[config.mk]
export PLATFORM = sky130hd
export DESIGN_NAME = pe_row_output_collector
export DESIGN_NICKNAME = d
export VERILOG_FILES = /design/src/rtl/pe_row_output_collector.sv
export SDC_FILE = /design/constraint.sdc
export NUM_CORES = 1
export LEC_CHECK = 0
export CAP_MARGIN = 20
export CORE_UTILIZATION = 48
export CTS_CLUSTER_SIZE = 16
export DETAILED_ROUTE_END_ITERATION = 8
export PLACE_DENSITY = 0.78
export SLEW_MARGIN = 15
export SYNTH_ARGS = -nofsm -noshare
export SYNTH_HDL_FRONTEND = slang
export SYNTH_SLANG_ARGS = --single-unit
[constraint.sdc]
create_clock -name clk -period 1.8 [get_ports clk]
set_input_delay 0.18 -clock clk [delete_from_list [all_inputs] [get_ports clk]]
set_output_delay 0.18 -clock clk [all_outputs]
set_load 0.05 [all_outputs]
[src/rtl/pe_row_output_collector.sv]
// Drains one PE row's shifted outputs, packs them into memory words and writes them to output SRAM.
// Optional define COLLECTOR_BYTE_MASK_EN adds a wr_be byte-enable output that masks zero-filled lanes.
//
// state   | meaning
// IDLE    | waiting for start; configuration latched on start
// COLLECT | accepting values from the PE chain, packing lanes
// FLUSH   | last value taken; waiting for the final write grant
// WAIT_WR | not entered; buffer stalls are absorbed in COLLECT via in_ready
// DONE    | one-cycle done pulse
module pe_row_output_collector #(
  parameter int ACC_DATA_WIDTH = 32,
  parameter int ACT_DATA_WIDTH = 8,
  parameter int N_PE           = 16,
  parameter int MEM_DATA_WIDTH = 64,
  parameter int ADDR_WIDTH     = 12
) (
  input  logic                      clk,
  input  logic                      reset,
  input  logic                      start,
  input  logic                      raw_mode,
  input  logic [ADDR_WIDTH-1:0]     base_addr,
  input  logic [7:0]                num_rows,
  input  logic [ACC_DATA_WIDTH-1:0] in_data,
  input  logic                      in_valid,
  output logic                      in_ready,
  output logic                      wr_req,
  output logic [ADDR_WIDTH-1:0]     wr_addr,
  output logic [MEM_DATA_WIDTH-1:0] wr_data,
`ifdef COLLECTOR_BYTE_MASK_EN
  output logic [MEM_DATA_WIDTH/8-1:0] wr_be,
`endif
  input  logic                      wr_gnt,
  output logic                      busy,
  output logic                      done
);

  localparam int LA = MEM_DATA_WIDTH / ACT_DATA_WIDTH;
  localparam int LR = MEM_DATA_WIDTH / ACC_DATA_WIDTH;
  localparam int LW = (LA > 1) ? $clog2(LA) : 1;
  localparam int PW = (N_PE > 1) ? $clog2(N_PE) : 1;
  localparam int NB = MEM_DATA_WIDTH / 8;

  typedef enum logic [2:0] {IDLE, COLLECT, FLUSH, WAIT_WR, DONE} state_t;

  state_t                    state_q, state_d;
  logic                      raw_q, raw_d;
  logic [7:0]                rows_q, rows_d;
  logic [7:0]                row_q, row_d;
  logic [LW-1:0]             lane_q, lane_d;
  logic [PW-1:0]             pe_q, pe_d;
  logic [MEM_DATA_WIDTH-1:0] acc_q, acc_d;
  logic                      buf_valid_q, buf_valid_d;
  logic [MEM_DATA_WIDTH-1:0] buf_data_q, buf_data_d;
  logic [ADDR_WIDTH-1:0]     addr_q, addr_d;
  logic [MEM_DATA_WIDTH-1:0] word;
  logic                      xfer, gnt, lane_last, pe_last, row_last;
`ifdef COLLECTOR_BYTE_MASK_EN
  logic [NB-1:0]             be_q, be_d, word_be;
`endif

  // The buffer may be refilled in the cycle it is granted, so ready looks through wr_gnt.
  assign in_ready  = (state_q == COLLECT) && (!buf_valid_q || wr_gnt);
  assign xfer      = in_valid && in_ready;
  assign gnt       = wr_gnt && buf_valid_q;
  assign lane_last = raw_q ? (lane_q == LW'(LR - 1)) : (lane_q == LW'(LA - 1));
  assign pe_last   = (pe_q == PW'(N_PE - 1));
  assign row_last  = (row_q == rows_q - 8'd1);

  assign wr_req  = buf_valid_q;
  assign wr_addr = addr_q;
  assign wr_data = buf_data_q;
  assign busy    = (state_q != IDLE);
  assign done    = (state_q == DONE);
`ifdef COLLECTOR_BYTE_MASK_EN
  assign wr_be   = be_q;
`endif

  always_comb begin
    state_d     = state_q;
    raw_d       = raw_q;
    rows_d      = rows_q;
    row_d       = row_q;
    lane_d      = lane_q;
    pe_d        = pe_q;
    acc_d       = acc_q;
    buf_valid_d = buf_valid_q;
    buf_data_d  = buf_data_q;
    addr_d      = addr_q;
    word        = acc_q;
    for (int k = 0; k < LA; k++)
      if (!raw_q && lane_q == LW'(k)) word[k*ACT_DATA_WIDTH +: ACT_DATA_WIDTH] = in_data[ACT_DATA_WIDTH-1:0];
    for (int k = 0; k < LR; k++)
      if (raw_q && lane_q == LW'(k)) word[k*ACC_DATA_WIDTH +: ACC_DATA_WIDTH] = in_data;
`ifdef COLLECTOR_BYTE_MASK_EN
    be_d    = be_q;
    word_be = '0;
    for (int b = 0; b < NB; b++)
      word_be[b] = raw_q ? (LW'(b / (ACC_DATA_WIDTH / 8)) <= lane_q)
                         : (LW'(b / (ACT_DATA_WIDTH / 8)) <= lane_q);
`endif

    if (gnt) begin
      buf_valid_d = 1'b0;
      addr_d      = addr_q + 1'b1;
    end

    case (state_q)
      IDLE: begin
        if (start) begin
          raw_d   = raw_mode;
          rows_d  = (num_rows == 8'd0) ? 8'd1 : num_rows;
          addr_d  = base_addr;
          row_d   = '0;
          lane_d  = '0;
          pe_d    = '0;
          acc_d   = '0;
          state_d = COLLECT;
        end
      end
      COLLECT: begin
        if (xfer) begin
          if (lane_last || pe_last) begin
            buf_valid_d = 1'b1;
            buf_data_d  = word;
`ifdef COLLECTOR_BYTE_MASK_EN
            be_d        = word_be;
`endif
            acc_d       = '0;
            lane_d      = '0;
          end else begin
            acc_d  = word;
            lane_d = lane_q + 1'b1;
          end
          if (pe_last) begin
            pe_d  = '0;
            row_d = row_q + 8'd1;
            if (row_last) state_d = FLUSH;
          end else begin
            pe_d = pe_q + 1'b1;
          end
        end
      end
      FLUSH:   if (!buf_valid_q || wr_gnt) state_d = DONE;
      DONE:    state_d = IDLE;
      default: state_d = IDLE;
    endcase
  end

  always_ff @(posedge clk or negedge reset) begin
    if (!reset) begin
      state_q     <= IDLE;
      raw_q       <= 1'b0;
      rows_q      <= '0;
      row_q       <= '0;
      lane_q      <= '0;
      pe_q        <= '0;
      acc_q       <= '0;
      buf_valid_q <= 1'b0;
      buf_data_q  <= '0;
      addr_q      <= '0;
`ifdef COLLECTOR_BYTE_MASK_EN
      be_q        <= '0;
`endif
    end else begin
      state_q     <= state_d;
      raw_q       <= raw_d;
      rows_q      <= rows_d;
      row_q       <= row_d;
      lane_q      <= lane_d;
      pe_q        <= pe_d;
      acc_q       <= acc_d;
      buf_valid_q <= buf_valid_d;
      buf_data_q  <= buf_data_d;
      addr_q      <= addr_d;
`ifdef COLLECTOR_BYTE_MASK_EN
      be_q        <= be_d;
`endif
    end
  end

endmodule

==> flow_summary_export.csv, run 1 <==
group,metric,value,unit
route,via_per_inst,6.41,
die,num_rows,46,
synth,synthDistinctLibCells,57,
power_and_ir_drop,peakVddDrop,0.987,mV
worst_setup_path,cp_max_fo,8,
place,port_buffers,137,
clocking,numCtsBuffers,17,
route,drtIter0Drc,1196,
route,antenna_left,0,
sta,finClkSkew,11.1,ps
place,post-dp-hpwl,15.1,mm
die,die_w,131,um
route,drc,0,
sta,final_max_slew_viol_count,0,
worst_setup_path,critical-path-top-delay-family,"compound AO/OA/AOI/OAI gates",
power_and_ir_drop,leakage,6.12,nW
grt,top_usage_layer,"met2",
cells_and_area,diodes,0,
route,wire_per_inst,24.0,um
clocking,htree_levels,4,
sta,rsz0062_at_grt,"yes",
sta,setup_viol,133,
worst_setup_path,cp.arrival,2450,ps
clocking,clk_latency,440,ps
place,place_area,10100,sq um
worst_setup_path,startpoint_type,"register",
synth,avgSynthCellArea,9.63,sq um
sta,max_slew_margin,55.0,%
run,timing.max_cap.violations,0,
grt,met1_usage,39.7,%
die,io_pins,138,
place,place_congestion,0.866,
synth,async_flop_share,100,%
sta,fin_crit,2160,ps
synth,yosysWarnings,0,
status,status,"complete, but fails checks",
clocking,numClockSinks,168,
grt,gr-usage-met2,46.0,%
clocking,cts-root-buf,"clkbuf_16",
synth,ys.flop_type,"dfrtp_1",
worst_setup_path,cp.depth,8,
clocking,cts_max_path_buffers,2,
min_path,hold_class,"primary input to asynchronous set/reset pin",
grt,use_met3,5.42,%
cells_and_area,fin_cells,1258,
worst_setup_path,critical_path_buf_inv_count,3,
route,num_vias,8058,
sta,worstMarginPinSlew,673,ps
grt,track_usage,29.3,%
power_and_ir_drop,power_density,1790,nW/um^2
synth,ys_seq_elements,168,
die,die_area,17200,sq um
worst_setup_path,cp_data_required_time,2090,ps
grt,grt_overflow,0,
synth,seq_area_frac_synth,52.6,%
synth,synth_area,7990,sq um
synth,syn-num-nets,898,
cells_and_area,nets,1097,
worst_setup_path,worst_setup_path_end_kind,"register",
worst_setup_path,cpMostUsedCell,"o21ai_0",
grt,grt_pass1_vias,6973,
grt,grt_pass1_wl,37.5,mm
sta,fin_crit_sh,120,%
worst_setup_path,slowest_stage,"dfrtp_2",
route,dr.pass1.iters,6,
cells_and_area,design_area,12400,sq um
worst_setup_path,critPathKind,"register to register",
sta,timing.fmax,462,MHz
cells_and_area,area_delta_synth_final,55.6,%
synth,synth-edff-count,0,
place,dp.cells,1190,
grt,grt_max_degree,48,
sta,setup_ws,-364,ps
clocking,tritoncts,"built",
grt,grt_antenna_before_repair,0,
clocking,clkTransAtPathRegs,70,ps
synth,synthCells,830,
sta,fin_tns_setup,-16170,ps
die,fp.dieH,131,um
status,violations,"setup timing",
cells_and_area,drive_gt1_share,33.2,%
die,start_util,49.8,%
route,drt-total-wl,30.2,mm
worst_setup_path,slowest_delay,450,ps
cells_and_area,final_common_cell,"dfrtp_1",
worst_setup_path,cp_cell_sequence,"inv_2 > ha_4 > buf_4 > inv_4 > o311ai_2 > o21ai_0 > o21ai_1 > o21ai_0",
worst_setup_path,r2r_cells,8,
die,core-area,16100,sq um
cells_and_area,nFillCells,863,
cells_and_area,final_cell_mix,"163 x dfrtp_1, 102 x nand2_1, 68 x buf_4, 57 x clkdlybuf4s50_1, 53 x o21ai_0",
sta,hold_violations,0,
## metrics by stage
stage               total power, mW  hold WS [ps]  setup WS, ps  utilization (%)
floorplan                      11.8          -116         -61.5                -
global route                   23.1           299          -494             77.5
finish                         22.3           265          -364             77.5
detailed placement             14.9           163          -201             62.7
CTS                            19.6           270         -84.9             70.0
global placement               14.7           155          -139             62.7
## worst paths after layout
check                                   startpoint                       to  slack, ps
setup / recovery             lane_q[1]$_DFFE_PN0P_    acc_q[45]$_DFFE_PN0P_       -360
hold / removal                               reset    rows_q[5]$_DFFE_PN0P_        260
setup reg to reg             lane_q[1]$_DFFE_PN0P_    acc_q[45]$_DFFE_PN0P_       -360
hold reg to reg            wr_data[24]$_DFFE_PN0P_  wr_data[24]$_DFFE_PN0P_        480
max in group asynchronous                    reset  wr_data[36]$_DFFE_PN0P_        920
min in group clk                      base_addr[7]     wr_addr[7]$_DFF_PN0_        300
## routing by layer
layer	wire (um)	up-vias
li1	-	3345
met1	10900	3956
met2	14900	585
met3	2710	172
met4	1690	0
met5	0	-
## power breakdown
group / total, mW / internal, mW / switching [mW]
Combinational: 11.9 / 4.51 / 7.37
Sequential: 6.57 / 5.21 / 1.35
Clock: 3.87 / 2.16 / 1.70
Total: 22.3 / 11.9 / 10.4
## synth_stat cells, drive strengths merged, types with 2 or more instances
master / count / share of area [%]
inv: 9 / 0.42
nor3b: 3 / 0.28
nand2: 147 / 6.9
nor2b: 9 / 0.74
xnor2: 13 / 1.4
a22o: 50 / 5.5
or2: 2 / 0.16
nor3: 8 / 0.70
a31oi: 2 / 0.16
mux2: 6 / 0.85
xor2: 14 / 1.5
buf: 25 / 1.8
o221ai: 2 / 0.22
and2: 2 / 0.16
and3b: 2 / 0.22
a211oi: 2 / 0.19
clkbuf: 38 / 1.8
o22ai: 6 / 0.47
o21ai: 152 / 9.5
and4: 2 / 0.22
nor2: 30 / 1.4
dfrtp: 168 / 53
ha: 10 / 1.6
nand3: 11 / 0.91
nand2b: 8 / 0.63
mux2i: 24 / 3.0
and3: 6 / 0.47
o21bai: 3 / 0.33
nor4: 6 / 0.47
a21oi: 44 / 2.8
o311ai: 7 / 0.77
nand4: 6 / 0.47
## worst reg2reg max path, stage by stage (launching register included)
cell      delay, ps
dfrtp_2         450
inv_2            90
ha_4            160
buf_4           160
inv_4            80
o311ai_2        370
o21ai_0         210
o21ai_1         280
o21ai_0         210
## logic make-up (layout without fill, tap and decap cells)
group,after synthesis,after routing,synth area share [%]
AOI/OAI and AO/OA,275,275,20.7
muxes,30,30,3.85
xor gates and xnor gates,27,27,2.96
and+or+nand+nor,247,247,14.3
DFF,168,168,52.6
buffers and inverters,73,285,4.07
adders and majority gates,10,10,1.57
## timing repair
| item | 4_1_cts | 5_1_grt |
|---|---|---|
| setup endpoints to repair | 154 | 187 |
| hold buffers | 1 | 0 |
| setup buffers | 13 | 5 |
| gates cloned | 6 | 12 |
| gates resized for setup | 129 | 295 |
| pin swaps | 18 | 79 |
| hold endpoints to repair | 43 | 0 |
## sequential cells by signal, summed over array words and instances, names as in the netlist
| name | cells |
|---|---|
| wr_data | 64 |
| rows_q | 8 |
| pe_q | 4 |
| row_q | 8 |
| lane_q | 3 |
| acc_q | 64 |
| state_q | 3 |
| wr_req | 1 |
| raw_q | 1 |
| wr_addr | 12 |
## final cells by class
cell class | instances | area, sq um | area share (%)
Timing Repair Buffer | 243 | 2820 | 22.7
Tap cell | 216 | 270 | 2.17
Multi-Input combinational cell | 589 | 4480 | 36.0
Inverter | 10 | 40.0 | 0.322
Clock buffer | 19 | 453 | 3.64
Sequential cell | 168 | 4210 | 33.9
Clock inverter | 13 | 161 | 1.30
No activity file was read; power rests on OpenSTA's default activity.
==> run 2, diff against run 1 <==
- CORE_UTILIZATION: 48 -> 50
- clock period: 1.8 -> 2.15 ns (I/O delays scaled with it)
==> flow_summary_export.csv, run 2 (synthesized netlist as in run 1, its figures left out) <==
group,metric,value,unit
clocking,clk_latency,440,ps
worst_setup_path,cp.arrival,2320,ps
grt,track_usage,26.4,%
die,die_w,128,um
route,num_vias,6778,
clocking,tritoncts,"built",
worst_setup_path,startpoint_type,"register",
sta,finClkSkew,8.96,ps
sta,final_max_slew_viol_count,0,
power_and_ir_drop,p_int,8.55,mW
grt,grt_max_degree,74,
power_and_ir_drop,power_density,1490,nW/um^2
run,timing.max_cap.violations,0,
route,via_per_inst,5.71,
sta,fin_crit_sh,93.8,%
grt,grt_pass1_vias,6340,
power_and_ir_drop,leakage,4.48,nW
worst_setup_path,cp_max_fo,36,
clocking,cts_max_path_buffers,2,
cells_and_area,drive_gt1_share,9.83,%
cells_and_area,final_common_cell,"dfrtp_1",
place,place_congestion,0.848,
worst_setup_path,r2r_end,"wr_data[41]$_DFFE_PN0P_",
worst_setup_path,reg2reg_slack,130,ps
cells_and_area,postLayoutCoreUtil,67.0,%
die,die_area,16500,sq um
die,core-area,15400,sq um
power_and_ir_drop,pwr-share-clk,19.3,%
route,dr.pass1.iters,5,
clocking,numCtsBuffers,17,
sta,setup_viol,0,
power_and_ir_drop,p_switching,6.79,mW
sta,max_slew_margin,56.0,%
min_path,hold_class,"primary input to asynchronous set/reset pin",
place,post-dp-hpwl,14.4,mm
clocking,htree_levels,4,
worst_setup_path,cp_cell_sequence,"inv_1 > ha_2 > and3b_2 > nor2_1 > buf_6 > a21bo_4 > clkbuf_16 > nand2_1 > o21ai_0",
worst_setup_path,critPathKind,"register to register",
grt,grt_overflow,0,
cells_and_area,diodes,0,
sta,worstMarginPinSlew,658,ps
worst_setup_path,cp_data_required_time,2460,ps
worst_setup_path,r2r_cells,9,
status,status,"finished clean",
grt,grt_pass1_wl,33.5,mm
power_and_ir_drop,swShare,44.3,%
power_and_ir_drop,peakVddDrop,0.879,mV
route,drt-total-wl,20.9,mm
sta,hold_violations,0,
worst_setup_path,slowest_delay,410,ps
sta,fin_crit,2020,ps
power_and_ir_drop,power_frac_seq,33.9,%
sta,rsz0062_at_grt,"yes",
worst_setup_path,worst_setup_path_end_kind,"register",
cells_and_area,nets,1032,
cells_and_area,final_cell_mix,"168 x dfrtp_1, 147 x nand2_1, 141 x o21ai_0, 133 x clkdlybuf4s50_1, 50 x a22o_1",
worst_setup_path,critical-path-top-delay-family,"buffers and inverters",
worst_setup_path,cp.depth,9,
clocking,clkTransAtPathRegs,70,ps
power_and_ir_drop,pwr-share-comb,46.8,%
worst_setup_path,critical_path_buf_inv_count,3,
grt,grt_antenna_before_repair,0,
die,fp.dieH,128,um
cells_and_area,area_delta_synth_final,29.3,%
route,wire_per_inst,17.6,um
clocking,cts-root-buf,"clkbuf_16",
worst_setup_path,r2r_start,"lane_q[1]$_DFFE_PN0P_",
die,start_util,51.8,%
die,num_rows,45,
sta,timing.fmax,496,MHz
route,drtIter0Drc,651,
die,io_pins,138,
route,drc,0,
route,antenna_left,0,
clocking,numClockSinks,168,
worst_setup_path,slowest_stage,"dfrtp_1",
sta,hold_ws,301,ps
place,port_buffers,137,
-- run 2: cell count changes in the layout (fill, tap and decap cells not counted), moves of 34 or more --
cell / change
nand2_1: +45
o21ai_2: -51
buf_4: -34
dlymetal6s2s_1: -50
o21ai_1: -34
o21ai_0: +88
clkdlybuf4s50_1: +76
-- run 2: power groups by stage --
stage               sequential, mW  combinational, mW  clock (mW)
global route                  5.34               7.76        3.14
floorplan                     7.05               2.76           0
global placement              5.17               6.84           0
detailed placement            5.20               6.99           0
CTS                           5.18               7.01        3.00
finish                        5.20               7.18        2.97
-- run 2: worst max path at each step --
| stage | from | end | slack [ps] |
|---|---|---|---|
| floorplan | wr_req$_DFF_PN0_ | state_q[0]$_DFFE_PN0P_ | 140 |
| global placement | wr_gnt | wr_data[29]$_DFFE_PN0P_ | 110 |
| detailed placement | lane_q[0]$_DFFE_PN0P_ | acc_q[24]$_DFFE_PN0P_ | 60 |
| CTS | lane_q[0]$_DFFE_PN0P_ | acc_q[14]$_DFFE_PN0P_ | 40 |
| global route | lane_q[0]$_DFFE_PN0P_ | acc_q[30]$_DFFE_PN0P_ | -50 |
| finish | lane_q[1]$_DFFE_PN0P_ | wr_data[41]$_DFFE_PN0P_ | 130 |
-- run 2: stage by stage --
stage               total power [mW]  setup slack [ps]  TNS, ps  instances  instance area [sq um]
finish                          15.3               134        0       1188                  10300
global route                    16.2             -48.1    -53.3       1188                  10300
CTS                             15.2              43.1        0       1184                  10200
floorplan                       9.81               135        0        830                   7990
detailed placement              12.2              63.4        0       1151                   9670
global placement                12.0               112        0       1151                   9670
-- run 2: cell type report --
class / instances / area (sq um)
clock buffers: 19 / 433
clock inverters: 13 / 134
fillers: 1217 / 5100
inverters: 10 / 41.3
multi-input cells: 589 / 3490
flip-flops and latches: 168 / 4200
well taps: 211 / 264
repair buffers: 178 / 1760
-- run 2: worst register-to-register path, stage by stage (launching register included) --
cell,delay (ps)
dfrtp_1,410
inv_1,100
ha_2,250
and3b_2,250
nor2_1,60
buf_6,150
a21bo_4,270
clkbuf_16,230
nand2_1,90
o21ai_0,70
-- run 2: repair_timing --
item | 4_1_cts | 5_1_grt
hold buffers | 1 | 0
cloned | 0 | 1
resized for setup | 2 | 15
setup buffers | 0 | 3
hold endpoints to repair | 45 | 0
pin swaps | 0 | 3
endpoints found under the setup margin | 2 | 88
-- run 2: per-layer routing --
layer	part of all wire, %	up-vias	wire length, um	global-route usage, %
li1	-	3199	-	-
met1	45	3277	9500	38.4
met2	46	266	9520	39.9
met3	7.3	36	1530	5.49
met4	1.7	0	362	7.54
met5	0	-	0	0
==> run 3, diff against run 2 <==
- PLACE_DENSITY: 0.78 -> 0.76
- RECOVER_POWER: unset -> 100
==> flow_summary_export.csv, run 3 (synthesized netlist as in run 1, its figures left out) <==
group,metric,value,unit
status,status,"finished clean",
power_and_ir_drop,pwr-share-comb,45.5,%
route,antenna_left,0,
worst_setup_path,cp.arrival,2430,ps
worst_setup_path,critPathKind,"register to register",
route,drc,0,
clocking,numCtsBuffers,17,
min_path,min_delay_path_depth,3,
route,drtIter0Drc,574,
min_path,hold_start,"base_addr[7]",
sta,fin_tns_setup,0,ps
sta,fin_crit,2090,ps
sta,timing.fmax,478,MHz
power_and_ir_drop,peakVddDrop,0.843,mV
die,start_util,51.8,%
sta,finClkSkew,9.72,ps
place,port_buffers,137,
die,io_pins,138,
power_and_ir_drop,swShare,44.1,%
sta,rsz0062_at_grt,"yes",
die,die_area,16500,sq um
sta,worstMarginPinSlew,1320,ps
cells_and_area,final_cell_mix,"168 x dfrtp_1, 147 x nand2_1, 139 x o21ai_0, 76 x dlygate4sd3_1, 58 x clkdlybuf4s50_1",
sta,fin_crit_sh,97.2,%
cells_and_area,nFillCells,1268,
die,num_rows,45,
run,timing.max_cap.violations,0,
cells_and_area,ff_latch_area,4200,sq um
clocking,tritoncts,"built",
worst_setup_path,r2r_start,"lane_q[1]$_DFFE_PN0P_",
cells_and_area,design_area,10300,sq um
worst_setup_path,r2r_end,"acc_q[58]$_DFFE_PN0P_",
die,die_w,128,um
clocking,numClockSinks,168,
power_and_ir_drop,p_switching,6.66,mW
route,num_vias,6649,
cells_and_area,area_delta_synth_final,28.8,%
sta,max_slew_margin,12.3,%
worst_setup_path,cp_cell_sequence,"ha_1 > ha_1 > nor2b_1 > nor2_1 > buf_4 > nand3_4 > buf_4 > buf_4 > o21ai_0",
sta,hold_violations,0,
route,wire_per_inst,16.8,um
grt,grt_pass1_vias,6364,
power_and_ir_drop,power_density,1470,nW/um^2
route,dr.pass1.iters,7,
min_path,holdPathEnd,"wr_addr[7]$_DFF_PN0_",
die,core-area,15400,sq um
cells_and_area,fin_cells,1190,
route,drt-total-wl,20.0,mm
min_path,hold_class,"primary input to register",
place,place_congestion,0.821,
clocking,htree_levels,4,
grt,grt_max_degree,69,
clocking,clkTransAtPathRegs,70,ps
worst_setup_path,slowest_delay,410,ps
clocking,cts-root-buf,"clkbuf_16",
die,fp.dieH,128,um
place,post-dp-hpwl,14.2,mm
place,pre_cts_ws,-35.2,ps
grt,grt_overflow,0,
sta,final_max_slew_viol_count,0,
worst_setup_path,worst_setup_path_end_kind,"register",
cells_and_area,multi_input_area,3490,sq um
worst_setup_path,startpoint_type,"register",
clocking,cts_max_path_buffers,2,
place,place_area,9700,sq um
power_and_ir_drop,leakage,4.65,nW
place,dp.cells,1156,
worst_setup_path,slowest_stage,"dfrtp_1",
worst_setup_path,reg2reg_slack,60,ps
power_and_ir_drop,totalPowerFinal,15.1,mW
grt,grt_antenna_before_repair,0,
power_and_ir_drop,pwr-share-clk,20.5,%
clocking,clk_latency,430,ps
sta,setup_ws,59.8,ps
cells_and_area,diodes,0,
cells_and_area,drive_gt1_share,10.1,%
worst_setup_path,cpMostUsedCell,"buf_4",
grt,grt_pass1_wl,32.6,mm
worst_setup_path,cp_max_fo,26,
route,via_per_inst,5.59,
worst_setup_path,cp_data_required_time,2490,ps
power_and_ir_drop,p_int,8.46,mW
sta,setup_viol,0,
cells_and_area,nets,1034,
grt,track_usage,25.8,%
cells_and_area,final_common_cell,"dfrtp_1",
power_and_ir_drop,power_frac_seq,34.0,%
worst_setup_path,r2r_cells,9,
worst_setup_path,critPathLaunch,"lane_q[1]$_DFFE_PN0P_",
## run 3: metal layers
| metal | GRT usage, % | vias up | share of wire [%] |
|---|---|---|---|
| met1 | 36.5 | 3194 | 47 |
| met5 | 0 | - | 0 |
| met4 | 8.17 | 0 | 1.8 |
| li1 | - | 3205 | - |
| met2 | 39.2 | 225 | 45 |
| met3 | 6.32 | 25 | 6.1 |
## run 3: cell type report
class                   count  area share (%)
flip-flops and latches    168            40.8
inverters                  10           0.401
well taps                 211            2.56
clock inverters            14            1.56
multi-input cells         589            33.9
repair buffers            180            16.5
clock buffers              18            4.27
## run 3: power by group through the flow
stage                     logic, mW  registers, mW  clock network (mW)
after floorplan                2.76           7.05                   0
after global placement         6.88           5.15                   0
after detailed placement       7.02           5.18                   0
after CTS                      7.05           5.16                3.14
after global routing           7.47           5.29                3.28
final                          6.88           5.14                3.10
## run 3: how the worst max path moves through the flow
stage                                   endpoint  slack (ps)
after global routing       acc_q[57]$_DFFE_PN0P_         -60
after global placement     acc_q[32]$_DFFE_PN0P_          -7
after CTS                  acc_q[27]$_DFFE_PN0P_          30
after floorplan           state_q[0]$_DFFE_PN0P_         140
final                      acc_q[58]$_DFFE_PN0P_          60
after detailed placement   acc_q[32]$_DFFE_PN0P_         -40
## run 3: through the flow
step / util (%) / hold slack [ps]
detailed placement: 62.9 / 194
global placement: 62.9 / 195
finish: 66.7 / 335
floorplan: - / -80.6
CTS: 66.9 / 311
global route: 66.7 / 349
## run 3: what timing repair did
action,4_1_cts,5_1_grt
hold buffers,1,0
resized for setup,3,14
setup endpoints to repair,6,72
endpoints found under the hold margin,47,0
setup buffers,0,1
pin swaps,0,1
## run 3: worst max-delay path: cells and delay by family (launching register included)
family | cells | cell delay (ps)
DFF | 1 | 410
and+or+nand+nor | 3 | 410
AOI/OAI and AO/OA | 1 | 230
buffers and inverters | 3 | 570
adders and majority gates | 2 | 380
